==> config.mk <==
export PLATFORM = sky130hd
export DESIGN_NAME = ifu_fetch_flat
export DESIGN_NICKNAME = d
export VERILOG_FILES = /design/src/rtl/npc_pkg.sv /design/src/rtl/ifu_fetch_if.sv /design/src/rtl/ifu_fetch.sv /design/src/flat_wrapper.sv
export SDC_FILE = /design/constraint.sdc
export NUM_CORES = 1
export LEC_CHECK = 0
export BUFFER_PORTS_ARGS = -buffer_cell sky130_fd_sc_hd__clkbuf_2
export CELL_PAD_IN_SITES_DETAIL_PLACEMENT = 0
export CELL_PAD_IN_SITES_GLOBAL_PLACEMENT = 1
export CORE_ASPECT_RATIO = 2
export CORE_MARGIN = 2
export CORE_UTILIZATION = 32
export CTS_CLUSTER_SIZE = 20
export DETAILED_ROUTE_END_ITERATION = 16
export HOLD_SLACK_MARGIN = 0.15
export PLACE_DENSITY = 0.82
export REMOVE_ABC_BUFFERS = 1
export SLEW_MARGIN = 10
export SYNTH_ARGS = -nofsm -noshare
export SYNTH_HDL_FRONTEND = slang
export SYNTH_SLANG_ARGS = --single-unit
==> constraint.sdc <==
create_clock -name clk -period 3.5 [get_ports clk]
set_input_delay 0.7 -clock clk [delete_from_list [all_inputs] [get_ports clk]]
set_output_delay 0.7 -clock clk [all_outputs]
set_load 0.005 [all_outputs]
==> src/rtl/npc_pkg.sv <==
// Types and constants shared by the next-PC / fetch front end.
package npc_pkg;
    localparam int XLEN = 32;
    localparam logic [31:0] RESET_PC = 32'h8000_0000;

    typedef enum logic [2:0] {
        IDLE,
        REQ,
        WAIT,
        HOLD,
        DROP
    } ifu_state_e;
endpackage

==> src/rtl/ifu_fetch_if.sv <==
// Single-beat instruction memory read port: request channel plus response channel.
interface ifu_fetch_if #(
    parameter int XLEN = 32
);
    logic            req_valid;
    logic            req_ready;
    logic [XLEN-1:0] req_addr;
    logic            rsp_valid;
    logic [XLEN-1:0] rsp_data;
    logic            rsp_err;

    modport master (
        output req_valid, req_addr,
        input  req_ready, rsp_valid, rsp_data, rsp_err
    );

    modport slave (
        input  req_valid, req_addr,
        output req_ready, rsp_valid, rsp_data, rsp_err
    );
endinterface

==> src/rtl/ifu_fetch.sv <==
// Instruction fetch stage: one PC in flight, single-beat memory read, result held for decode.
module ifu_fetch
    import npc_pkg::*;
#(
    parameter int XLEN      = npc_pkg::XLEN,
    parameter bit ALIGN_CHK = 1'b1,
    parameter int CNT_W     = 32
) (
    input  logic             clk,
    input  logic             rst,
    input  logic [XLEN-1:0]  pc_i,
    input  logic             pc_valid_i,
    output logic             pc_ready_o,
    input  logic             flush_i,
    ifu_fetch_if.master      mem,
    output logic             inst_valid_o,
    input  logic             inst_ready_i,
    output logic [XLEN-1:0]  inst_o,
    output logic [XLEN-1:0]  inst_pc_o,
    output logic             inst_fault_o,
    output logic [CNT_W-1:0] fetch_cnt_o
);

    ifu_state_e       state_q, state_d;
    logic [XLEN-1:0]  pc_q, pc_d;
    logic [XLEN-1:0]  inst_q, inst_d;
    logic             fault_q, fault_d;
    logic             kill_q, kill_d;
    logic             inst_valid_q, inst_valid_d;
    logic [CNT_W-1:0] cnt_q, cnt_d;

    always_ff @(posedge clk or posedge rst) begin
        if (rst) begin
            state_q      <= IDLE;
            pc_q         <= '0;
            inst_q       <= '0;
            fault_q      <= 1'b0;
            kill_q       <= 1'b0;
            inst_valid_q <= 1'b0;
            cnt_q        <= '0;
        end else begin
            state_q      <= state_d;
            pc_q         <= pc_d;
            inst_q       <= inst_d;
            fault_q      <= fault_d;
            kill_q       <= kill_d;
            inst_valid_q <= inst_valid_d;
            cnt_q        <= cnt_d;
        end
    end

    always_comb begin
        state_d = state_q;
        pc_d    = pc_q;
        inst_d  = inst_q;
        fault_d = fault_q;
        kill_d  = kill_q;
        cnt_d   = cnt_q;

        unique case (state_q)
            IDLE: begin
                if (pc_valid_i && !flush_i) begin
                    pc_d = pc_i;
                    if (ALIGN_CHK && (pc_i[1:0] != 2'b00)) begin
                        fault_d = 1'b1;
                        inst_d  = '0;
                        state_d = HOLD;
                    end else begin
                        state_d = REQ;
                    end
                end
            end
            REQ: begin
                // A flushed request cannot be withdrawn, so remember to drop its response.
                if (flush_i) kill_d = 1'b1;
                if (mem.req_ready) state_d = WAIT;
            end
            WAIT: begin
                if (mem.rsp_valid) begin
                    if (flush_i || kill_q) begin
                        kill_d  = 1'b0;
                        state_d = IDLE;
                    end else begin
                        inst_d  = mem.rsp_data;
                        fault_d = mem.rsp_err;
                        state_d = HOLD;
                    end
                end else if (flush_i) begin
                    kill_d  = 1'b0;
                    state_d = DROP;
                end
            end
            HOLD: begin
                if (flush_i) begin
                    state_d = IDLE;
                end else if (inst_ready_i) begin
                    state_d = IDLE;
                    cnt_d   = cnt_q + CNT_W'(1);
                end
            end
            DROP: begin
                if (mem.rsp_valid) state_d = IDLE;
            end
            default: state_d = IDLE;
        endcase

        inst_valid_d = (state_d == HOLD);
    end

    assign pc_ready_o    = (state_q == IDLE);
    assign mem.req_valid = (state_q == REQ);
    assign mem.req_addr  = pc_q;
    assign inst_valid_o  = inst_valid_q;
    assign inst_o        = inst_q;
    assign inst_pc_o     = pc_q;
    assign inst_fault_o  = fault_q;
    assign fetch_cnt_o   = cnt_q;

endmodule

==> src/flat_wrapper.sv <==
// flat-port wrapper written by rule: the top's interface ports become plain ports
module ifu_fetch_flat import npc_pkg::*;
#(
    parameter int XLEN      = npc_pkg::XLEN,
    parameter bit ALIGN_CHK = 1'b1,
    parameter int CNT_W     = 32
)
  (clk, rst, pc_i, pc_valid_i, pc_ready_o, flush_i, inst_valid_o, inst_ready_i, inst_o, inst_pc_o, inst_fault_o, fetch_cnt_o, mem_req_valid, mem_req_addr, mem_req_ready, mem_rsp_valid, mem_rsp_data, mem_rsp_err);
  ifu_fetch_if #(.XLEN(XLEN)) mem_i ();
  input  logic clk;
  input  logic rst;
  input  logic [XLEN-1:0] pc_i;
  input  logic pc_valid_i;
  output logic pc_ready_o;
  input  logic flush_i;
  output logic inst_valid_o;
  input  logic inst_ready_i;
  output logic [XLEN-1:0] inst_o;
  output logic [XLEN-1:0] inst_pc_o;
  output logic inst_fault_o;
  output logic [CNT_W-1:0] fetch_cnt_o;
  output wire logic [$bits(mem_i.req_valid)-1:0] mem_req_valid;
  output wire logic [$bits(mem_i.req_addr)-1:0] mem_req_addr;
  input wire logic [$bits(mem_i.req_ready)-1:0] mem_req_ready;
  input wire logic [$bits(mem_i.rsp_valid)-1:0] mem_rsp_valid;
  input wire logic [$bits(mem_i.rsp_data)-1:0] mem_rsp_data;
  input wire logic [$bits(mem_i.rsp_err)-1:0] mem_rsp_err;
  assign mem_req_valid = mem_i.req_valid;
  assign mem_req_addr = mem_i.req_addr;
  assign mem_i.req_ready = mem_req_ready;
  assign mem_i.rsp_valid = mem_rsp_valid;
  assign mem_i.rsp_data = mem_rsp_data;
  assign mem_i.rsp_err = mem_rsp_err;
  ifu_fetch #(.XLEN(XLEN), .ALIGN_CHK(ALIGN_CHK), .CNT_W(CNT_W)) u_core (.clk(clk), .rst(rst), .pc_i(pc_i), .pc_valid_i(pc_valid_i), .pc_ready_o(pc_ready_o), .flush_i(flush_i), .mem(mem_i), .inst_valid_o(inst_valid_o), .inst_ready_i(inst_ready_i), .inst_o(inst_o), .inst_pc_o(inst_pc_o), .inst_fault_o(inst_fault_o), .fetch_cnt_o(fetch_cnt_o));
endmodule
After elaboration in Yosys (flattened, before gate mapping)
Cells that the tools add are included.
{"block": "totals", "reg_bits": 102, "in_bits": 72, "out_inout_bits": 132, "wordCells": 57}
{"block": "op_classes", "addsub": 1, "eq_ne": 12, "n_mux": 25, "bitwise_logic": 1, "n_reduce_logical": 11}
{"op": "two-way mux 32 bit", "count": 4}
{"op": "case mux 32 bit (2 select lines)", "count": 1}
{"op": "adder 32 x 1 -> 32 bit (second input constant)", "count": 1}
{"op": "two-way mux 3 bit", "count": 7}
{"op": "case mux 3 bit (5 select lines)", "count": 1}
{"op": "equality test 3 x 2 -> 1 bit (second input constant)", "count": 3}
{"op": "two-way mux 1 bit", "count": 8}
{"op": "!= test 2 bit (second input constant)", "count": 3}
{"op": "nonzero test 2 bit", "count": 3}
{"op": "AND reduction 5 bit", "count": 1}
{"op": "two-way mux 2 bit", "count": 2}
{"op": "!= test 2 x 1 -> 1 bit (second input constant)", "count": 2}
{"op": "case mux 1 bit (2 select lines)", "count": 2}
{"op": "AND reduction 4 bit", "count": 1}
{"op": "equality test 3 x 1 -> 1 bit (second input constant)", "count": 1}
{"op": "equality test 3 bit (second input constant)", "count": 1}
{"op": "zero test 3 bit", "count": 1}
{"op": "!= test 3 x 2 -> 1 bit (second input constant)", "count": 1}
{"op": "!= test 3 bit (second input constant)", "count": 1}
{"op": "AND reduction 3 bit", "count": 1}
{"op": "AND reduction 2 bit", "count": 1}
{"op": "logical AND 1 bit", "count": 1}
{"op": "zero test 1 bit", "count": 1}
{"op": "logical OR 1 bit", "count": 1}
{"op": "NOT 1 bit", "count": 1}

Longest topological paths before layout
Gate-level depths: netlist of the first run.
{"block": "logic_depth", "depth_word": 5, "depth_mapped": 6, "ltp_nobuf": 5}

Worst setup path after synthesis of the first run
OpenSTA, ideal clock, no wires.
{"block": "synth_timing", "path_type": "in2reg", "start": "input port flush_i", "end": "register u_core.cnt_q[24] (netlist: u_core.fetch_cnt_o[24])", "setup_ns": 0.124, "arrival_time_ns": 1.828, "required_ns": 3.376, "setup_slack_ns": 1.548, "stages": 6, "n_path_buf": 2, "cell_sequence": "buf_2 nand4bb_4 nor4_2 buf_4 nand4_1 xnor2_1"}
{"block": "synth_via", "elab_chain_cells": 2}
{"item": "from (decl)", "line": "flat_wrapper.sv:15", "source": "input logic flush_i;"}
{"item": "NOT 1 bit (no source line)"}
{"item": "AND reduction 3 bit (no source line)"}
{"item": "to (signal assigned)", "line": "ifu_fetch.sv:48", "source": "cnt_q <= cnt_d;"}
{"item": "to (decl)", "line": "ifu_fetch.sv:30", "source": "logic [CNT_W-1:0] cnt_q, cnt_d;"}
No other way between the ends.
A chain may end at the register's enable or synchronous reset.

Worst setup path in the final report of the first run
{"block": "layout_timing", "start": "register u_core.state_q[0]", "end": "output port mem_req_valid"}
{"block": "layout_via", "elab_chain_cells": 1}
{"item": "from (decl)", "line": "ifu_fetch.sv:24", "source": "ifu_state_e state_q, state_d;"}
{"item": "from (signal assigned)", "line": "ifu_fetch.sv:42", "source": "state_q <= state_d;"}
{"item": "equality test 3 x 1 -> 1 bit", "line": "ifu_fetch.sv:111", "source": "assign mem.req_valid = (state_q == REQ);"}
{"item": "to (decl)", "line": "flat_wrapper.sv:22", "source": "output wire logic [$bits(mem_i.req_valid)-1:0] mem_req_valid;"}
No other way between the ends.

==> flow_summary.ini, run 1 <==
[run_status]
status = complete, no violations

[clocking]
cts.sinks = 102
clockRootBuffer = clkbuf_16
postCtsSetupBuffers = 0
cts_tree = yes
clock_path_buffers = 2
numCtsBuffers = 9
cts.clk_slew.worst_paths_ns = 0.07
post_cts_resized = 0
clk_latency_ns = 0.34
htree_levels = 3
postCtsHoldBufs = 0

[floorplanning]
coreArea_um2 = 14400
die_height_um = 175
io_pins = 204
die-area_um2 = 15700
die_w_um = 89.7
start_util_pct = 32.8
num_rows = 62

[logic_synthesis]
yosys_warnings = 0
yosysMostFrequentCell = dfrtp_1
ys_ff_latch = 102
yosysSeqAreaShare_pct = 54.3
yosysTopAreaCellShare_pct = 54.3
synth_edf_count = 0
synth_ff_type = dfrtp_1
yosys.area.top_type = dfrtp_1
async_reset_ff_share_pct = 100
synth.area.top_cells = dfrtp_1 (54%), mux2_1 (8.1%), mux2i_1 (6.8%), buf_4 (5.4%), xnor2_1 (5.2%)
syn_area_um2 = 4700
avgSynthCellArea_um2 = 11.6
synth_common_cells = dfrtp_1 (102), nand2_1 (49), inv_1 (37), buf_4 (34), mux2_1 (34)
yosysUniqueCellTypes = 37
synth_cells = 406

[global_route]
grt_pass1_vias = 3606
grt_pass1_wl_mm = 18.5
grt_max_degree = 103
grt_usage_pct = 14.5
top_usage_layer = met2
grt_antenna_before_repair = 0
grt_use_met3_pct = 3.39
met1_usage_pct = 16.3
grt-ovfl-total = 0
use_met2_pct = 26.6

[worst_setup_path]
rrSetupSlack_ns = 1.43
critPathArrivalTime_ns = 1.47
worstSetupEndpointType = output port
r2r_start = u_core.state_q[1]
start_kind = register
critPathMaxStageDelay_ns = 0.59
crit_chain = nor3b_1 -> clkbuf_2
path_class = register to output port
cpMaxStageDelayCell = dfrtp_1
crit_fanout = 9
crit_end = mem_req_valid
startpoint = u_core.state_q[0]
r2r_end = u_core.inst_pc_o[25]
worstPathRequired_ns = 2.80
rr_worst_depth = 4

[placed_design]
finalWeightedCongestion = 0.741
post-place-ws_ns = 1.12
dp.cells = 761
io_buffers = 203
dp_hpwl_mm = 8.49

[pwr]
fin_total_pwr_w = 0.00429
leakagePower_nw = 2.90
vdd_drop_max_v = 0.000391
p_per_area_nw_per_um2 = 719

[cells_and_area]
seq_area_um2 = 2550
final_cell_count_no_fill = 777
diodes = 0
nets = 653
syn2layout_area_growth_pct = 26.7
fill_cells = 1431
drive_above_1_share_pct = 39.5
multiInputGateArea_um2 = 1680

[drt]
wl_per_cell_um = 14.5
routed_via_density = 4.44
drc = 0
vias = 3451
drt_iter0_drc = 89
drt-total-wl_mm = 11.3
dr.pass1.iters = 5
antenna_left = 0

[timing]
min_period_ns = 2.17
setup_ws_ns = 1.33
rsz0062_at_grt = false
finalMaxSlewViolations = 0
worstMarginPinSlew_ns = 0.638
min_period_over_period_pct = 61.9
setup_viol = 0
hold_violations = 0
fmax_mhz = 461
maxSlewHeadroom_pct = 57.3
tns_ns = 0
finClkSkew_ns = 0.00870

[worst_hold_path]
min_path_type = input port to async pin

[job]
cap_violations = 0
[worst min-delay path by stage]
stage	startpoint	endpoint	depth (start not counted)
after floorplan	u_core.fetch_cnt_o[31]	u_core.fetch_cnt_o[31]	1
after global placement	u_core.inst_fault_o	u_core.inst_fault_o	1
after detailed placement	u_core.fetch_cnt_o[31]	u_core.fetch_cnt_o[31]	1
after CTS	u_core.fetch_cnt_o[31]	u_core.fetch_cnt_o[31]	1
after global routing	u_core.fetch_cnt_o[31]	u_core.fetch_cnt_o[31]	1
final	rst	u_core.inst_pc_o[13]	3
[area by class of cell]
cell class / count / area share (%)
clock buffers: 12 / 3.97
clock inverters: 4 / 0.546
inverters: 37 / 2.37
multi-input cells: 220 / 28.1
flip-flops and latches: 102 / 42.8
well taps: 192 / 4.03
repair buffers: 210 / 18.1
[kinds of logic after synthesis]
logic type	share of synthesized area (%)
buffers and inverters	10.1
multiplexers	15.2
XOR/XNOR	5.77
AO/OA/AOI/OAI	1.41
flip-flops	54.3
AND/OR/NAND/NOR	13.0
adder cells (fa/ha/maj)	0.266
[placed cells by master (no fill, tap or decap), types with 2 or more instances in the layout]
| cell type | Yosys | final |
|---|---|---|
| clkbuf_16 | 0 | 9 |
| nand2b_1 | 3 | 3 |
| and4_1 | 2 | 2 |
| xnor2_1 | 28 | 28 |
| buf_4 | 34 | 6 |
| inv_1 | 37 | 36 |
| clkbuf_1 | 3 | 3 |
| nor3_1 | 9 | 9 |
| nor2_1 | 3 | 3 |
| nand3_1 | 13 | 13 |
| nand2_1 | 49 | 49 |
| nor4_1 | 3 | 3 |
| and3_1 | 3 | 3 |
| mux2i_1 | 32 | 32 |
| nand4_1 | 18 | 18 |
| dfrtp_1 | 102 | 102 |
| clkinvlp_4 | 0 | 2 |
| o22ai_1 | 2 | 2 |
| nor2b_1 | 2 | 2 |
| clkbuf_2 | 0 | 203 |
| mux2_1 | 34 | 34 |
| xor2_1 | 3 | 3 |
[report_power, final]
group,internal (W),switching (W)
registers,0.00159,0.000325
logic,0.000758,0.000682
clock network,0.000487,0.000441
[metal layers]
| layer | wire, um | vias up |
|---|---|---|
| met5 | 0 | - |
| met4 | 177 | 0 |
| met3 | 572 | 10 |
| met2 | 6170 | 109 |
| met1 | 4330 | 1665 |
| li1 | - | 1667 |
[sequential cells by signal, summed over array words and instances, names as in the netlist]
signal,count
u_core.inst_fault_o,1
u_core.fetch_cnt_o,32
u_core.inst_o,32
u_core.inst_pc_o,32
u_core.state_q,3
u_core.inst_valid_o,1
u_core.kill_q,1
[critical path, delay by kind of cell, from the launching register on]
family,cells,cell delay [ns]
flops,1,0.59
simple gates,1,0.35
buf+inv,1,0.19
[stage by stage]
stage          hold slack [ns]  utilization (%)  instance area (um2)
2_1_floorplan            0.468                -                 4370
3_3_place_gp             0.478             39.7                 5690
3_5_place_dp             0.470             39.7                 5690
4_1_cts                  0.490             41.5                 5960
5_1_grt                  0.494             41.5                 5960
6_report                 0.445             41.5                 5960
(Power assumes the default switching activity.)
==> inputs of run 2 (changes only) <==
Settings changed: ABC_AREA set to 1, CORE_UTILIZATION 32 to 31, PLACE_DENSITY 0.82 to 0.84.
Clock period 3.5 ns to 1.8 ns, I/O delays scaled along.
==> run 2 against run 1 <==
Net effect: via count up 20%; register-to-register slack lost 1.3 ns; sequential power grew 84%; sequential share of layout area shrank 1.9 points; count of clock-buffer cells in the layout stayed put.
==> flow_summary.ini, run 2 <==
[logic_synthesis]
synth.area.top_cells = dfrtp_1 (53%), nand2_1 (18%), buf_4 (5.2%), inv_1 (2.8%), o21ai_2 (2.4%)
synth_cells = 567
avgSynthCellArea_um2 = 8.48
async_reset_ff_share_pct = 100
yosysUniqueCellTypes = 27
yosysTopAreaCellShare_pct = 53.1
yosys_warnings = 0
synth_edf_count = 0
syn_area_um2 = 4810
synth_ff_type = dfrtp_1
yosysSeqAreaShare_pct = 53.1
synth_common_cells = nand2_1 (233), dfrtp_1 (102), inv_1 (36), buf_4 (33), nor2_1 (29)
yosysMostFrequentCell = nand2_1
ys_ff_latch = 102
yosys.area.top_type = dfrtp_1

[worst_setup_path]
rrSetupSlack_ns = 0.17
crit_fanout = 5
start_kind = register
worstSetupEndpointType = register
r2r_end = u_core.fetch_cnt_o[31]
critPathArrivalTime_ns = 1.91
startpoint = u_core.fetch_cnt_o[9]
rr_worst_depth = 7
worstPathRequired_ns = 2.08
path_class = register to register
r2r_start = u_core.fetch_cnt_o[9]
crit_end = u_core.fetch_cnt_o[31]

[timing]
maxSlewHeadroom_pct = 74.2
min_period_ns = 1.63
finalMaxSlewViolations = 0
fmax_mhz = 615
hold_violations = 0
finClkSkew_ns = 0.0116
worstMarginPinSlew_ns = 0.387
setup_ws_ns = 0.173
setup_viol = 0
rsz0062_at_grt = false
min_period_over_period_pct = 90.4

[floorplanning]
die_w_um = 92.1
num_rows = 64
die_height_um = 180
coreArea_um2 = 15200
start_util_pct = 31.6
die-area_um2 = 16600
io_pins = 204

[pwr]
fin_total_pwr_w = 0.00836
p_per_area_nw_per_um2 = 1340
leakagePower_nw = 3.40
vdd_drop_max_v = 0.000567

[clocking]
clk_latency_ns = 0.35
cts.sinks = 102
clockRootBuffer = clkbuf_16
numCtsBuffers = 9
cts.clk_slew.worst_paths_ns = 0.07
clock_path_buffers = 2
cts_tree = yes
htree_levels = 3

[global_route]
grt_pass1_wl_mm = 20.7
grt_usage_pct = 15.8
grt_pass1_vias = 4120
grt-ovfl-total = 0
grt_antenna_before_repair = 0
grt_max_degree = 67

[placed_design]
post-place-ws_ns = 0.128
finalWeightedCongestion = 0.807
dp_hpwl_mm = 9.94
dp.cells = 939
io_buffers = 203

[drt]
dr.pass1.iters = 4
vias = 4139
wl_per_cell_um = 13.2
drt-total-wl_mm = 12.6
drt_iter0_drc = 152
routed_via_density = 4.33
drc = 0
antenna_left = 0

[cells_and_area]
diodes = 0
utilization_pct = 41.0
final_cell_count_no_fill = 955
mostFrequentLayoutCells = nand2_1 (233), clkbuf_2 (203), dfrtp_1 (102), inv_1 (35), nor2_1 (29)
nets = 826
syn2layout_area_growth_pct = 29.7
drive_above_1_share_pct = 35.0
final_common_cell = nand2_1

[worst_hold_path]
hold_depth = 3
min_path_type = input port to register

[run_status]
status = complete, no violations

[job]
cap_violations = 0
run 2: cell count changes in the layout (fill, tap and decap cells not counted), sizes merged, moves of 8 or more:
cell,before,now
nand2,49,236
mux2i,32,0
mux2,35,0
nor2,3,37
o21ai,1,38
xor2,3,11
buf,7,20
xnor2,28,9
run 2: critical path, stage by stage (launching register included):
cell and delay (ns):
dfrtp_1 0.45, nand4_1 0.22, nor2_1 0.35, buf_4 0.19
nand3_1 0.13, nor2_1 0.13, nand2_1 0.05, nand2_1 0.05
run 2: where the power goes:
part | switching (W) | leakage, nW | total (W) | internal, W
logic | 0.00145 | 1.90 | 0.00271 | 0.00125
clock network | 0.000831 | 0.155 | 0.00212 | 0.00129
registers | 0.000512 | 1.34 | 0.00353 | 0.00302
total | 0.00280 | 3.40 | 0.00836 | 0.00556
run 2: area by class of cell:
cell class                 count  area (um2)
clock buffer                  12         256
multi-input combinational    377        1760
inverter                      39         149
fill                        1604        8980
tap                          198         248
timing repair buffer         224        1200
sequential                   102        2550
clock inverter                 3        67.6
run 2: timing repair:
action / CTS / global route
hold buffers: 1 / 0
endpoints found under the hold margin: 26 / 0
gates resized for setup: 0 / 0
setup buffers: 0 / 0
run 2: kinds of logic after synthesis:
logic type | Yosys count | synth area share (%)
AO/OA/AOI/OAI | 39 | 5.13
XOR/XNOR | 20 | 3.64
adder cells (fa/ha/maj) | 1 | 0.260
buffers and inverters | 88 | 10.3
flip-flops | 102 | 53.1
AND/OR/NAND/NOR | 317 | 27.6
run 2: per-layer routing:
| layer | vias up | global-route usage, % | part of all wire [%] |
|---|---|---|---|
| li1 | 2111 | - | - |
| met1 | 1895 | 16.0 | 35 |
| met2 | 115 | 30.2 | 57 |
| met3 | 18 | 3.18 | 5.3 |
| met4 | 0 | 6.99 | 2.5 |
| met5 | - | 0 | 0 |
run 2: how the worst min path moves through the flow:
stage,start,end,slack [ns]
4_1_cts,pc_i[5],u_core.inst_pc_o[5],0.20
3_5_place_dp,rst,u_core.inst_o[10],0.37
2_1_floorplan,u_core.inst_o[27],u_core.inst_o[27],0.48
6_report,pc_i[5],u_core.inst_pc_o[5],0.22
5_1_grt,pc_i[14],u_core.inst_pc_o[14],0.22
3_3_place_gp,rst,u_core.inst_o[10],0.37
run 2: metrics by stage:
stage / TNS [ns] / hold WS, ns / instance area (um2)
after floorplan: -144.93 / 0.476 / 4460
after global placement: 0 / 0.369 / 5900
after detailed placement: 0 / 0.370 / 5900
after CTS: 0 / 0.202 / 6240
after global routing: 0 / 0.216 / 6240
final: 0 / 0.216 / 6240
==> inputs of run 3 (changes only) <==
--- a/config.mk
+++ b/config.mk
@@ -12,3 +12,3 @@
 export CORE_ASPECT_RATIO = 2
-export CORE_MARGIN = 2
+export CORE_MARGIN = 5
 export CORE_UTILIZATION = 31
==> constraint.sdc (replaced) <==
create_clock -name clk -period 1.8 [get_ports clk]
set_input_delay 0.18 -clock clk [delete_from_list [all_inputs] [get_ports clk]]
set_output_delay 0.18 -clock clk [all_outputs]
set_load 0.005 [all_outputs]
==> run 3 against run 2 <==
Net effect: register-to-register slack lost 0.02 ns; count of clock-buffer cells in the layout shrank 3; first-iteration DRC count shrank 27%; flip-flop and latch count is the same; clock skew grew 0.0011 ns; worst hold slack gained 0.0042 ns; non-clock buffer count grew 59; via count grew 6.8%; worst setup slack lost 0.015 ns.
==> flow_summary.ini, run 3 (synthesis gave the netlist of run 2 again) <==
[worst_setup_path]
crit_fanout = 4
path_class = register to register
worstSetupEndpointType = register
critPathArrivalTime_ns = 1.87
start_kind = register
worstPathRequired_ns = 2.03

[clocking]
post_cts_resized = 0
numCtsBuffers = 9
cts_tree = yes
cts.sinks = 102
htree_levels = 3
clock_path_buffers = 2
cts.clk_slew.worst_paths_ns = 0.08
clk_latency_ns = 0.34
clockRootBuffer = clkbuf_16

[placed_design]
finalWeightedCongestion = 0.770
io_buffers = 203
dp_hpwl_mm = 10.1

[pwr]
p_per_area_nw_per_um2 = 1230
vdd_drop_max_v = 0.000559
leakagePower_nw = 3.63
fin_total_pwr_w = 0.00842

[global_route]
grt_pass1_vias = 4529
grt_max_degree = 103
grt_pass1_wl_mm = 22.7
grt_antenna_before_repair = 0
grt_usage_pct = 15.4
grt-ovfl-total = 0

[cells_and_area]
final_common_cell = nand2_1
mostFrequentLayoutCells = nand2_1 (233), clkbuf_2 (203), dfrtp_1 (102), dlygate4sd3_1 (68), inv_1 (35)
fill_cells = 1508
diodes = 0
multiInputGateArea_um2 = 1760
drive_above_1_share_pct = 31.7
seq_area_um2 = 2550
nets = 885
syn2layout_area_growth_pct = 42.3
utilization_pct = 44.7

[drt]
wl_per_cell_um = 13.5
drt-total-wl_mm = 13.7
drc = 0
routed_via_density = 4.36
vias = 4421
dr.pass1.iters = 4
antenna_left = 0
drt_iter0_drc = 111

[timing]
rsz0062_at_grt = false
finalMaxSlewViolations = 0
finClkSkew_ns = 0.0128
min_period_over_period_pct = 91.2
hold_violations = 0
maxSlewHeadroom_pct = 62.5
fmax_mhz = 609
worstMarginPinSlew_ns = 0.562
setup_viol = 0
min_period_ns = 1.64

[floorplanning]
die_w_um = 98.1
io_pins = 204
num_rows = 64
die-area_um2 = 18300
start_util_pct = 31.4
die_height_um = 186
coreArea_um2 = 15300

[run_status]
status = complete, no violations

[job]
cap_violations = 0

[worst_hold_path]
min_path_type = input port to register
## run 3: cell type report
class                           count  share of cell area, %
Clock buffer                        9                   3.29
Clock inverter                      7                   1.17
Inverter                           39                   2.18
Multi-Input combinational cell    377                   25.8
Sequential cell                   102                   37.3
Tap cell                          198                   3.62
Timing Repair Buffer              283                   26.7
## run 3: critical path: stages, from the launching register on
cell,delay (ns)
dfrtp_1,0.39
ha_1,0.21
nand3_1,0.08
nor2_1,0.18
nand3_1,0.24
nor2_2,0.26
nand2_1,0.08
nand2_1,0.06
nand2_1,0.04
## run 3: layer usage
metal / up-vias / global-route usage [%] / routed length (um)
met5: - / 0 / 0
met4: 0 / 5.55 / 273
met3: 15 / 3.55 / 813
met2: 125 / 29.5 / 7860
met1: 2058 / 16.2 / 4790
li1: 2223 / - / -
## run 3: metrics by stage
step	hold slack, ns	instances	TNS [ns]	setup slack (ns)	instance area (um2)
floorplan	0.297	518	-126.57	-1.06	4460
global placement	0.357	931	0	0.220	5860
detailed placement	0.357	931	0	0.154	5860
CTS	0.208	1015	0	0.145	6840
global route	0.257	1015	0	0.00888	6840
finish	0.220	1015	0	0.158	6840
## run 3: final timing paths
| check | startpoint | to | slack (ns) | cells past startpoint |
|---|---|---|---|---|
| min in group asynchronous | rst | u_core.inst_o[28] | 0.52 | 4 |
| min | flush_i | u_core.kill_q | 0.22 | 3 |
| max reg2reg | u_core.fetch_cnt_o[1] | u_core.fetch_cnt_o[30] | 0.16 | 8 |
| min reg2reg | u_core.inst_o[30] | u_core.inst_o[30] | 0.49 | 2 |
| max in group asynchronous | rst | u_core.inst_pc_o[26] | 0.85 | 4 |
| max | u_core.fetch_cnt_o[1] | u_core.fetch_cnt_o[30] | 0.16 | 8 |
## run 3: timing repair
action | in CTS | in global routing
hold buffers | 68 | 0
hold endpoints to repair | 169 | 0
setup buffers | 0 | 0
## run 3: where the power goes
group | switching, W | internal [W] | leakage (nW)
Combinational | 0.00154 | 0.00133 | 2.14
Sequential | 0.000539 | 0.00302 | 1.34
Clock | 0.000898 | 0.00110 | 0.148
Total | 0.00298 | 0.00545 | 3.63
